$ cat src/rtl/booth_pkg.sv
`default_nettype none
// ============================================================================
// Module      : booth_pkg
// Description : Shared constants and helpers for the booth multiplier arbiter.
// Revision    : 1.0 - initial release
// ============================================================================
package booth_pkg;

  localparam int DEFAULT_SIZE = 5;

  localparam logic [1:0] S_IDLE    = 2'd0;
  localparam logic [1:0] S_LAUNCH  = 2'd1;
  localparam logic [1:0] S_WAIT    = 2'd2;
  localparam logic [1:0] S_RESPOND = 2'd3;

  function automatic int clog2(input int value);
    int r;
    int v;
    r = 0;
    v = value - 1;
    while (v > 0) begin
      r = r + 1;
      v = v >> 1;
    end
    return r;
  endfunction

endpackage
`default_nettype wire

$ cat src/rtl/rr_arbiter.sv
`default_nettype none
// ============================================================================
// Module      : rr_arbiter
// Description : Combinational round-robin picker, searching upward from ptr.
// Revision    : 1.0 - initial release
// ============================================================================
module rr_arbiter
  import booth_pkg::*;
#(
  parameter int  N  = 4,
  localparam int PW = clog2(N)
) (
  input  logic [N-1:0]  req,
  input  logic [PW-1:0] ptr,
  output logic [N-1:0]  gnt_onehot,
  output logic [PW-1:0] gnt_idx,
  output logic          any
);

  int idx;

  always_comb begin
    gnt_onehot = '0;
    gnt_idx    = '0;
    any        = 1'b0;
    idx        = 0;
    for (int k = 0; k < N; k++) begin
      idx = int'(ptr) + k;
      if (idx >= N) idx = idx - N;
      if (!any && req[idx]) begin
        any             = 1'b1;
        gnt_idx         = PW'(idx);
        gnt_onehot[idx] = 1'b1;
      end
    end
  end

endmodule
`default_nettype wire

$ cat src/rtl/booth_arbiter.sv
`default_nettype none
// ============================================================================
// Module      : booth_arbiter
// Description : Round-robin sharing of one booth multiplier among NREQ clients.
// Revision    : 1.0 - initial release
// ============================================================================
module booth_arbiter
  import booth_pkg::*;
#(
  parameter int  SIZE    = DEFAULT_SIZE,
  parameter int  NREQ    = 4,
  parameter int  TIMEOUT = 4*(2**SIZE)+8,
  localparam int W       = 2**SIZE,
  localparam int IDW     = clog2(NREQ)
) (
  input  logic                clk,
  input  logic                rst,
  input  logic [NREQ-1:0]     req_valid,
  output logic [NREQ-1:0]     req_ready,
  input  logic [NREQ*W-1:0]   req_mcand,
  input  logic [NREQ*W-1:0]   req_mplier,
  output logic                rsp_valid,
  input  logic                rsp_ready,
  output logic [IDW-1:0]      rsp_id,
  output logic [2*W-1:0]      rsp_product,
  output logic                rsp_err,
  output logic                mul_start,
  output logic [W-1:0]        mul_mcand,
  output logic [W-1:0]        mul_mplier,
  input  logic [2*W-1:0]      mul_product,
  input  logic                mul_done,
  output logic                busy
);

  localparam int CW = clog2(TIMEOUT) + 1;

  typedef enum logic [1:0] {
    ST_IDLE    = S_IDLE,
    ST_LAUNCH  = S_LAUNCH,
    ST_WAIT    = S_WAIT,
    ST_RESPOND = S_RESPOND
  } state_e;

  state_e         state_q, state_d;
  logic [IDW-1:0] ptr_q, ptr_d;
  logic [IDW-1:0] id_q, id_d;
  logic [CW-1:0]  cnt_q, cnt_d;
  logic [W-1:0]   mcand_q, mcand_d;
  logic [W-1:0]   mplier_q, mplier_d;
  logic [2*W-1:0] prod_q, prod_d;
  logic           err_q, err_d;

  logic [NREQ-1:0] w_gnt_onehot;
  logic [IDW-1:0]  w_gnt_idx;
  logic            w_any;

  rr_arbiter #(.N(NREQ)) u_rr (
    .req        (req_valid),
    .ptr        (ptr_q),
    .gnt_onehot (w_gnt_onehot),
    .gnt_idx    (w_gnt_idx),
    .any        (w_any)
  );

  always_ff @(posedge clk) begin
    if (rst) begin
      state_q  <= ST_IDLE;
      ptr_q    <= '0;
      id_q     <= '0;
      cnt_q    <= '0;
      mcand_q  <= '0;
      mplier_q <= '0;
      prod_q   <= '0;
      err_q    <= 1'b0;
    end else begin
      state_q  <= state_d;
      ptr_q    <= ptr_d;
      id_q     <= id_d;
      cnt_q    <= cnt_d;
      mcand_q  <= mcand_d;
      mplier_q <= mplier_d;
      prod_q   <= prod_d;
      err_q    <= err_d;
    end
  end

  always_comb begin
    state_d   = state_q;
    ptr_d     = ptr_q;
    id_d      = id_q;
    cnt_d     = cnt_q;
    mcand_d   = mcand_q;
    mplier_d  = mplier_q;
    prod_d    = prod_q;
    err_d     = err_q;
    req_ready = '0;
    mul_start = 1'b0;
    case (state_q)
      ST_IDLE: begin
        // Suppress the grant during reset so no client sees a handshake that gets dropped.
        if (w_any && !rst) begin
          req_ready = w_gnt_onehot;
          id_d      = w_gnt_idx;
          mcand_d   = req_mcand[w_gnt_idx*W +: W];
          mplier_d  = req_mplier[w_gnt_idx*W +: W];
          state_d   = ST_LAUNCH;
        end
      end
      ST_LAUNCH: begin
        mul_start = 1'b1;
        cnt_d     = '0;
        state_d   = ST_WAIT;
      end
      ST_WAIT: begin
        // cnt_q == 0 marks the first WAIT cycle, where done may still belong to the prior op.
        if (cnt_q != '0 && mul_done) begin
          prod_d  = mul_product;
          err_d   = 1'b0;
          state_d = ST_RESPOND;
        end else if (cnt_q == CW'(TIMEOUT - 1)) begin
          prod_d  = '0;
          err_d   = 1'b1;
          state_d = ST_RESPOND;
        end else begin
          cnt_d = cnt_q + CW'(1);
        end
      end
      ST_RESPOND: begin
        if (rsp_ready) begin
          ptr_d   = (id_q == IDW'(NREQ - 1)) ? '0 : id_q + IDW'(1);
          state_d = ST_IDLE;
        end
      end
      default: state_d = ST_IDLE;
    endcase
  end

  assign rsp_valid   = (state_q == ST_RESPOND);
  assign rsp_id      = id_q;
  assign rsp_product = prod_q;
  assign rsp_err     = err_q;
  assign mul_mcand   = mcand_q;
  assign mul_mplier  = mplier_q;
  assign busy        = (state_q != ST_IDLE);

endmodule
`default_nettype wire

$ cat config.mk
export PLATFORM = sky130hd
export DESIGN_NAME = booth_arbiter
export DESIGN_NICKNAME = d
export VERILOG_FILES = /design/src/rtl/booth_pkg.sv /design/src/rtl/rr_arbiter.sv /design/src/rtl/booth_arbiter.sv
export SDC_FILE = /design/constraint.sdc
export NUM_CORES = 1
export LEC_CHECK = 0
export ABC_CLOCK_PERIOD_IN_PS = 4750
export BUFFER_PORTS_ARGS = -buffer_cell sky130_fd_sc_hd__buf_2
export CORE_AREA = 2 2 180 182
export DETAILED_ROUTE_END_ITERATION = 8
export DIE_AREA = 0 0 182 184
export PLACE_DENSITY = 0.54
export SLEW_MARGIN = 5
export SYNTH_ARGS = -nofsm -noshare
export SYNTH_HDL_FRONTEND = slang
export SYNTH_SLANG_ARGS = --single-unit
$ cat constraint.sdc
create_clock -name clk -period 4.75 [get_ports clk]
set_input_delay 0.95 -clock clk [delete_from_list [all_inputs] [get_ports clk]]
set_output_delay 0.95 -clock clk [all_outputs]
set_load 0.005 [all_outputs]
==> results of run 1 <==
logic make-up after synthesis:
kind of cell	Yosys count
simple gates	443
compound gates	348
flops	144
buf+inv	136
mux	77
fa+ha+maj	11
xor+xnor	6
metrics by stage:
stage / worst slack (ns) / hold WS, ns / power (uW) / cell area (um2) / utilization
6_report: 0.332 / 0.458 / 4620 / 12200 / 0.390
5_1_grt: 0.132 / 0.475 / 4890 / 12200 / 0.390
4_1_cts: 0.110 / 0.459 / 4670 / 12200 / 0.389
3_5_place_dp: 0.610 / 0.445 / 3370 / 11700 / 0.372
3_3_place_gp: 0.691 / 0.442 / 3340 / 11700 / 0.372
2_1_floorplan: 1.09 / 0.450 / 2620 / 9100 / -
power by group through the flow:
stage	clock (uW)	sequential, uW	combinational, uW
detailed placement	0	1590	1780
floorplan	0	1580	1040
global route	1370	1590	1930
finish	1280	1560	1770
CTS	1320	1570	1790
global placement	0	1590	1760
cell usage in the layout, fill, tap and decap left out, types with 4 or more instances in the layout:
cell type	instances
nor2_1	53
clkbuf_16	17
ha_1	11
o22ai_1	62
o221ai_1	33
mux2i_1	38
a311o_1	30
xnor2_1	5
a221o_1	31
nand3_1	68
dfxtp_1	143
mux4_2	4
inv_1	11
clkinv_4	4
o211ai_1	30
buf_4	26
a221oi_1	8
a22oi_1	6
nor3_1	37
mux2_2	35
buf_2	465
a222oi_1	33
a21oi_1	69
nand2_1	260
diode_2	7
a31o_2	30
area by class of cell:
type	count	area (um2)
Fill cell	3281	19200
Multi-Input combinational cell	885	5680
Sequential cell	144	2890
Timing Repair Buffer	493	2560
Tap cell	402	503
Clock buffer	21	460
Clock inverter	10	81.3
Inverter	12	45.0
Antenna cell	7	17.5
layer usage:
layer	routed length, um	global-route usage
met2	19100	0.373
met1	15800	0.264
met3	3560	0.0717
met5	39	0
met4	1030	0.0848
state kept, by name, summed over array words and instances (netlist names):
name and cells:
rsp_id 2, ptr_q 2, cnt_q 9, rsp_err 1, mul_mplier 32, mul_mcand 32
state_q 2, rsp_product 64
worst max-delay path, cell delays in order, from the launching register on:
cell and delay (ns):
dfxtp_4 0.58, clkinv_1 0.17, ha_1 0.49, mux4_2 0.68
or4_1 0.57, nand3b_2 0.25, nor2_1 0.11, buf_2 0.16
final timing paths:
kind / depth (start not counted) / slack [ns] / start / to
hold / removal: 2 / 0.46 / mul_mplier[22] / mul_mplier[22]
hold reg to reg: 2 / 0.46 / mul_mplier[22] / mul_mplier[22]
setup reg to reg: 8 / 0.88 / ptr_q[0] / mul_mcand[13]
setup / recovery: 7 / 0.33 / ptr_q[0] / req_ready[1]
==> impl_results.md, run 1 <==
* Net switching share of the total power at 0.370
* Number of buffers inserted to repair setup after CTS at 0
* Fraction of synthesis flops using an asynchronous set or reset pin at 0
* Leakage at 0.00532 uW
* Setup violators final at 0
* Sequential-to-total area share from yosys stat at 0.317
* Post-DR wirelength/cell at 20.0 um
* Worst slew pin tran at 0.973 ns
* Main area contributors after synthesis: dfxtp_1, nand2_1, mux2_2
* Standard-cell rows at 65
* Power per cell area at 377 mW/mm2
* Die height at 184 um
* Syn_nets at 1504
* Number of warnings reported in the yosys synthesis log at 0
* Setup repair after global routing missed its margin: no
* Cell Area, Synth at 0.00910 mm2
* Clock tree from TritonCTS: done
* Final max-slew violation count at 0
* Critical-path maximum fanout at 29
* Flops & latches, synth at 144
* Count of endpoints failing hold in the final timing report at 0
* Synth cell types at 51
* Xor and xnor area share after synthesis at 0.00578
* Number of cells upsized or downsized after cts at 0
* Clock Skews at 0.00675 ns
* Count leader, synth: nand2_1
* Signal arrival time at the worst endpoint at 3.47 ns
* Required time of the critical path at 3.80 ns
* RD Place Congestion at 0.884
* Remaining antenna violation count after routing at 0
* Critical path class: register to primary output
* Net switching power at 1710 uW
* Cell count after placement at 1936
* Maximum number of pins on one net before global-route repair at 96
* Headroom to the max-slew limit at 0.351
* Area growth syn-to-layout at 34.4%
* Combinational family with the most area after synthesis: compound AO/OA/AOI/OAI gates
* Chip width at 182 um
* Die area at 0.0335 mm2
* Simple-gate share of the synthesized area at 0.206
* Overall via count from detail_route at 10900
* Logic gate share of total power at 0.384
* Most common flop cell mapped by yosys: dfxtp_1
* Mux share of post-synthesis cell area at 0.0950
* Nets@finish at 1892
* Synthesized-area fraction occupied by adder cells at 0.0151
* Portion of the clock cycle consumed by the worst path in the final layout at 0.930
* Clock slew at reported path FFs at 0.06 ns
* Number of max-cap violations at 0
* Placeable Area at 0.0314 mm2
* Number of global-route vias before repair at 10200
* Time the worst path needs with I/O delays and setup at 4.42 ns
* Router iterations before antenna repair at 7
* Number of H-tree branching levels at 4
* Share of the synthesized area in the top cell type at 0.317
* Compound-cell area share of the yosys netlist at 0.295
* DP HPWL at 28.2 mm
* Max clock buf depth at 2
* Count of flip-flops with a built-in enable after synthesis at 0
* GRT Resource Usage Total at 0.222
* Number of antenna violations at the first check in global routing at 9
* Relative contribution of the clock network to total power at 0.277
* Number of non-filler instances in the completed layout at 1974
* DRC marker count from the first detailed-route iteration at 997
* Worst vdd rail ir drop at 0.000286 V
* Cell chosen for the clock root: clkbuf_16
* Crit path launch type: register
* Type of the most critical hold path: register to register
* Sinks on the clock net at 144
* IO Count at 466
* Remaining design rule violation count at 0
* Result of the run: finished clean
* Wire length of the first global-routing pass at 58.5 mm
* Average instance area after synthesis at 7.81 um2
* Hold buffers post-CTS at 0
* Internal power at 2910 uW
* Number of buffers added on ports at 465
* Cell type contributing the most total cell area after synthesis: dfxtp_1
* Cell count after synthesis at 1165
* Clk Latency, worst-skew pair at 0.44 ns
* Number of clock buffers inserted by TritonCTS at 17
* Post-route setup TNS at 0 ns
* Top cells by count, synth: nand2_1, dfxtp_1, clkbuf_1
* Initial standard-cell utilization of the core at 0.290
* Via density at 5.54
* Sort of element at the end of the critical path: primary output
* Maximum frequency from static timing analysis at 226 MHz
* Total congestion overflow after global routing at 0
* Share of post-route cells with drive strength above 1 at 0.389
* Share of total power in sequential cells at 0.339
* Final wirelength at 39.5 mm
(Power assumes the default switching activity.)
==> run 2: changes to the inputs <==
--- a/config.mk
+++ b/config.mk
@@ -7,11 +7,12 @@
 export LEC_CHECK = 0
 export ABC_CLOCK_PERIOD_IN_PS = 4750
 export BUFFER_PORTS_ARGS = -buffer_cell sky130_fd_sc_hd__buf_2
-export CORE_AREA = 2 2 180 182
+export CORE_AREA = 2 2 183 185
 export DETAILED_ROUTE_END_ITERATION = 8
-export DIE_AREA = 0 0 182 184
-export PLACE_DENSITY = 0.54
+export DIE_AREA = 0 0 185 187
+export PLACE_DENSITY = 0.46
 export SLEW_MARGIN = 5
 export SYNTH_ARGS = -nofsm -noshare
 export SYNTH_HDL_FRONTEND = slang
+export SYNTH_HIERARCHICAL = 1
 export SYNTH_SLANG_ARGS = --single-unit
==> run 2 against run 1 <==
Against the previous run: register-to-register slack better by 0.21 ns; via count fell by 33%; routed wire length fell by 31%; clock skew increased by 0.0088 ns; flip-flop and latch count unchanged; sequential power rose by 3%; cell count fell by 21%; worst setup slack gained 0.40 ns; clock power is essentially flat; die area grew 3.3%; non-clock buffer count fell by 15; hold slack worse by 0.0032 ns; largest cell class unchanged; largest power group is now sequential cells.
==> impl_results.md, run 2 <==
* Result of the run: finished clean
* Cell chosen for the clock root: clkbuf_16
* Nets@finish at 1446
* Portion of the clock cycle consumed by the worst path in the final layout at 0.847
* Router iterations before antenna repair at 5
* Required time of the critical path at 3.80 ns
* Bufs and invs on worst path at 2
* Most common cell after layout, fill and taps aside: buf_2
* Number of warnings reported in the yosys synthesis log at 6
* Count of flip-flops with a built-in enable after synthesis at 0
* Endpoint of the most critical register-to-register path: mul_mplier[5]
* Remaining design rule violation count at 0
* Reg2Reg Launch Point: ptr_q[1]
* Number of cells upsized or downsized after cts at 0
* Clk Latency, worst-skew pair at 0.43 ns
* Maximum number of pins on one net before global-route repair at 75
* Remaining antenna violation count after routing at 0
* Sinks on the clock net at 144
* Sequential-to-total area share from yosys stat at 0.399
* IO Count at 466
* Sort of element at the end of the critical path: primary output
* Synth cell types at 50
* Clock Skews at 0.0155 ns
* Worst Hold Path Cells at 2
* Average instance area after synthesis at 10.8 um2
* Chip width at 185 um
* Number of clock buffers inserted by TritonCTS at 17
* Post-DR wirelength/cell at 17.4 um
* DRC marker count from the first detailed-route iteration at 282
* Critical path class: register to primary output
* Signal arrival time at the worst endpoint at 3.07 ns
* Area growth syn-to-layout at 45.2%
* Most common flop cell mapped by yosys: dfxtp_1
* Setup WS pre-CTS at 0.860 ns
* Crit path largest cell delay at 0.60 ns
* Slack of the critical path at 0.729 ns
* Share of the synthesized area in the top cell type at 0.399
* Type of the most critical hold path: register to register
* Top cells by count, synth: dfxtp_1, nand2_1, o21ai_0
* Number of buffers added on ports at 465
* Wire length of the first global-routing pass at 40.6 mm
* Number of H-tree branching levels at 4
* Dominant delay contributor by cell family on the critical path: simple AND/OR/NAND/NOR gates
* Ordered list of cells on the worst path: inv_1, ha_1, mux4_2, nor3_1, nand2b_1, nand2_1, nor2_4, and2_1, buf_2
* Syn_nets at 1014
* Number of buffers inserted to repair setup after CTS at 0
* Cell Area, Synth at 0.00723 mm2
* Endpoint with the worst hold slack: mul_mplier[16]
* Cell type contributing the most total cell area after synthesis: dfxtp_1
* Worst vdd rail ir drop at 0.000226 V
* Launch point of the worst hold path: mul_mplier[16]
* RD Place Congestion at 0.814
* Count leader, synth: dfxtp_1
* Share of post-route cells with drive strength above 1 at 0.530
* Hold buffers post-CTS at 0
* Number of antenna violations at the first check in global routing at 4
* DP HPWL at 21.2 mm
* Die area at 0.0346 mm2
* Placeable Area at 0.0329 mm2
* GRT Resource Usage Total at 0.153
* Number of max-cap violations at 0
* Power per cell area at 404 mW/mm2
* Maximum frequency from static timing analysis at 249 MHz
* Initial standard-cell utilization of the core at 0.220
* Crit path launch type: register
* Fraction of synthesis flops using an asynchronous set or reset pin at 0
* Count of endpoints failing hold in the final timing report at 0
* Leakage at 0.00468 uW
* Clock slew at reported path FFs at 0.06 ns
* Via density at 4.65
* R2r worst-path depth at 10
* Worst slew pin tran at 0.822 ns
* Flops & latches, synth at 144
* Worst reg-to-reg setup slack at 1.09 ns
* Standard-cell rows at 67
* Setup repair after global routing missed its margin: no
* Time the worst path needs with I/O delays and setup at 4.02 ns
* Main area contributors after synthesis: dfxtp_1, mux4_2, a32o_1
* Max clock buf depth at 2
* Total congestion overflow after global routing at 0
* Number of global-route vias before repair at 7029
* Critical-path top delay cell: dfxtp_1
* Max reg flops at 64
* Final max-slew violation count at 0
* Overall via count from detail_route at 7285
* Critical-path maximum fanout at 11
* Final wirelength at 27.3 mm
* Headroom to the max-slew limit at 0.452
* Most frequent cells in the layout: buf_2, dfxtp_1, nand2_1
* Post-route setup TNS at 0 ns
* Cell count after synthesis at 671
* Die height at 187 um
* Setup violators final at 0
* Clock tree from TritonCTS: done
==> run 2: per-stage QoR <==
| stage | hold slack (ns) | cell area, um2 | util | power [uW] | std cells |
|---|---|---|---|---|---|
| 2_1_floorplan | 0.452 | 7230 | - | 2370 | 671 |
| 3_3_place_gp | 0.442 | 9940 | 0.303 | 2990 | 1532 |
| 3_5_place_dp | 0.447 | 9940 | 0.303 | 2990 | 1532 |
| 4_1_cts | 0.459 | 10500 | 0.319 | 4310 | 1564 |
| 5_1_grt | 0.473 | 10500 | 0.319 | 4520 | 1567 |
| 6_report | 0.455 | 10500 | 0.319 | 4240 | 1567 |
==> run 2: power by group <==
group / switching (uW) / internal [uW]
clock network: 615 / 686
registers: 149 / 1450
logic: 686 / 656
total: 1450 / 2790
==> run 2: area by class of cell <==
cell class / instances / area, um2
fillers: 3473 / 22400
multi-input cells: 451 / 4000
flip-flops and latches: 144 / 2880
repair buffers: 478 / 2450
well taps: 448 / 561
clock buffers: 17 / 425
clock inverters: 15 / 124
inverters: 11 / 43.8
diodes: 3 / 7.51
==> run 2: worst min-delay path, stage by stage, from the launching register on <==
cell and delay [ns]:
dfxtp_1 0.30, nand2_1 0.05, o21ai_0 0.06
==> run 2: worst max-delay path by stage <==
stage	start	endpoint	slack, ns	cells after the start
final	ptr_q[1]	req_ready[2]	0.73	9
after global routing	ptr_q[1]	req_ready[2]	0.51	9
after CTS	ptr_q[1]	req_ready[2]	0.69	9
after detailed placement	req_valid[0]	mul_mplier[11]	0.86	9
after global placement	req_valid[0]	mul_mplier[17]	0.93	9
after floorplan	req_valid[2]	req_ready[0]	1.41	8
==> run 2: cell families after synthesis <==
group,after synthesis,synth area share
compound gates,177,0.185
fa+ha+maj,15,0.0260
buf+inv,76,0.0521
flops,144,0.399
mux,74,0.222
simple gates,185,0.117
==> run 2: layer usage <==
metal	wire, um	track usage	share of wire
met5	13	0	0.00048
met4	513	0.0522	0.019
met3	2280	0.0421	0.083
met2	13200	0.257	0.48
met1	11300	0.189	0.41
==> run 3: changes to the inputs <==
--- a/config.mk
+++ b/config.mk
@@ -5,7 +5,7 @@
 export SDC_FILE = /design/constraint.sdc
 export NUM_CORES = 1
 export LEC_CHECK = 0
-export ABC_CLOCK_PERIOD_IN_PS = 4750
+export ABC_CLOCK_PERIOD_IN_PS = 3950
 export BUFFER_PORTS_ARGS = -buffer_cell sky130_fd_sc_hd__buf_2
 export CORE_AREA = 2 2 183 185
 export DETAILED_ROUTE_END_ITERATION = 8
==> constraint.sdc (replaced) <==
create_clock -name clk -period 3.95 [get_ports clk]
set_input_delay 0.79 -clock clk [delete_from_list [all_inputs] [get_ports clk]]
set_output_delay 0.79 -clock clk [all_outputs]
set_load 0.005 [all_outputs]
==> run 3 against run 2 <==
Against the previous run: sequential power rose by 20%; critical path depth did not move; final area rose by 0.61%; global-route usage fell by 0.21 points; total power rose by 22%; largest power group unchanged.
==> impl_results.md, run 3 (synthesis gave the netlist of run 2 again) <==
* Result of the run: finished clean
* Critical-path top delay cell: mux4_2
* Remaining design rule violation count at 0
* Clk Latency, worst-skew pair at 0.42 ns
* Number of antenna violations at the first check in global routing at 5
* Max clock buf depth at 2
* Post-route setup TNS at 0 ns
* Sort of element at the end of the critical path: primary output
* Worst reg-to-reg setup slack at 0.63 ns
* IO Count at 466
* Die area at 0.0346 mm2
* Clock tree from TritonCTS: done
* Number of cells upsized or downsized after cts at 0
* Initial standard-cell utilization of the core at 0.220
* Final wirelength at 27.0 mm
* Final max-slew violation count at 0
* Share of post-route cells with drive strength above 1 at 0.531
* Leakage at 0.00472 uW
* Number of clock buffers inserted by TritonCTS at 17
* Power per cell area at 490 mW/mm2
* DP HPWL at 20.8 mm
* Number of non-filler instances in the completed layout at 1569
* Number of global-route vias before repair at 7107
* Post-DR wirelength/cell at 17.2 um
* End point of the critical path: req_ready[1]
* Maximum frequency from static timing analysis at 281 MHz
* Critical path class: register to primary output
* RD Place Congestion at 0.810
* Worst vdd rail ir drop at 0.000268 V
* Wire length of the first global-routing pass at 40.1 mm
* Overall via count from detail_route at 7126
* Setup violators final at 0
* Layout filler cell count at 3506
* Nets@finish at 1448
* Signal arrival time at the worst endpoint at 2.77 ns
* Headroom to the max-slew limit at 0.523
* Crit path largest cell delay at 0.44 ns
* Hold buffers post-CTS at 0
* Worst setup startpoint: ptr_q[1]
* Placeable Area at 0.0329 mm2
* Worst slew pin tran at 0.715 ns
* Number of H-tree branching levels at 4
* Critical-path maximum fanout at 25
* Cell chosen for the clock root: clkbuf_16
* Via density at 4.54
* Maximum number of pins on one net before global-route repair at 138
* Crit path launch type: register
* Portion of the clock cycle consumed by the worst path in the final layout at 0.901
* Setup repair after global routing missed its margin: no
* Cell count after placement at 1534
* Most common cell after layout, fill and taps aside: buf_2
* Sinks on the clock net at 144
* Required time of the critical path at 3.16 ns
* DRC marker count from the first detailed-route iteration at 277
* Area growth syn-to-layout at 46.1%
* Router iterations before antenna repair at 4
* Total congestion overflow after global routing at 0
* Remaining antenna violation count after routing at 0
* Endpoint of the most critical register-to-register path: mul_mplier[27]
* Clock Skews at 0.0132 ns
* Ordered list of cells on the worst path: inv_1, ha_1, mux4_2, nor3_1, nand2b_1, nand2_1, nor2_4, and2_1, buf_2
* Number of buffers inserted to repair setup after CTS at 0
* Most frequent cells in the layout: buf_2, dfxtp_1, nand2_1
* Number of buffers added on ports at 465
* Standard-cell rows at 67
* Type of the most critical hold path: register to register
* Clock slew at reported path FFs at 0.06 ns
* Chip width at 185 um
* GRT Resource Usage Total at 0.151
* Die height at 187 um
* Number of max-cap violations at 0
* R2r worst-path depth at 10
* Reg2Reg Launch Point: ptr_q[1]
* Max reg flops at 64
* Count of endpoints failing hold in the final timing report at 0
* Time the worst path needs with I/O delays and setup at 3.56 ns
==> run 3: cell count changes in the layout (fill, tap and decap cells not counted) <==
cell,before,now
inv_6,7,6
bufinv_16,0,1
clkinvlp_4,4,2
clkinv_4,0,2
buf_12,2,4
==> run 3: layer usage <==
layer / vias up / part of all wire / GRT usage
li1: 3441 / - / -
met1: 3349 / 0.42 / 0.185
met2: 314 / 0.48 / 0.258
met3: 18 / 0.078 / 0.0446
met4: 4 / 0.013 / 0.0418
met5: - / 0.00096 / 0
==> run 3: worst min-delay path by stage <==
| stage | from | to | slack [ns] | cells after the start |
|---|---|---|---|---|
| final | mul_mplier[15] | mul_mplier[15] | 0.45 | 2 |
| after global routing | mul_mcand[16] | mul_mcand[16] | 0.47 | 2 |
| after CTS | mul_mplier[15] | mul_mplier[15] | 0.46 | 2 |
| after detailed placement | mul_mcand[29] | mul_mcand[29] | 0.45 | 2 |
| after global placement | mul_mcand[14] | mul_mcand[14] | 0.44 | 2 |
| after floorplan | mul_mcand[0] | mul_mcand[0] | 0.45 | 2 |
==> run 3: metrics by stage <==
| stage | cell area, um2 | hold slack [ns] | util | setup WS, ns | total power [uW] |
|---|---|---|---|---|---|
| final | 10600 | 0.455 | 0.321 | 0.392 | 5170 |
| after detailed placement | 9980 | 0.449 | 0.304 | 0.391 | 3630 |
| after global placement | 9980 | 0.441 | 0.304 | 0.423 | 3630 |
| after floorplan | 7230 | 0.452 | - | 0.749 | 2850 |
| after global routing | 10600 | 0.469 | 0.321 | 0.194 | 5530 |
| after CTS | 10600 | 0.460 | 0.321 | 0.343 | 5270 |
==> run 3: area by class of cell <==
class	instances	area, um2	share of cell area
Sequential cell	144	2880	0.273
Antenna cell	3	7.51	0.000711
Clock inverter	15	148	0.0140
Tap cell	448	561	0.0531
Multi-Input combinational cell	451	4000	0.379
Timing Repair Buffer	480	2490	0.236
Clock buffer	17	425	0.0403
Inverter	11	43.8	0.00415
==> run 3: worst max-delay path: cells and delay by family (launching register included) <==
kind / cells / cell delay (ns)
DFF: 1 / 0.34
buffers and inverters: 2 / 0.24
adders and majority gates: 1 / 0.38
muxes: 1 / 0.44
and+or+nand+nor: 5 / 0.93
==> run 3: report_power, final <==
group	internal [uW]	switching, uW
sequential	1740	178
combinational	803	839
clock	888	720
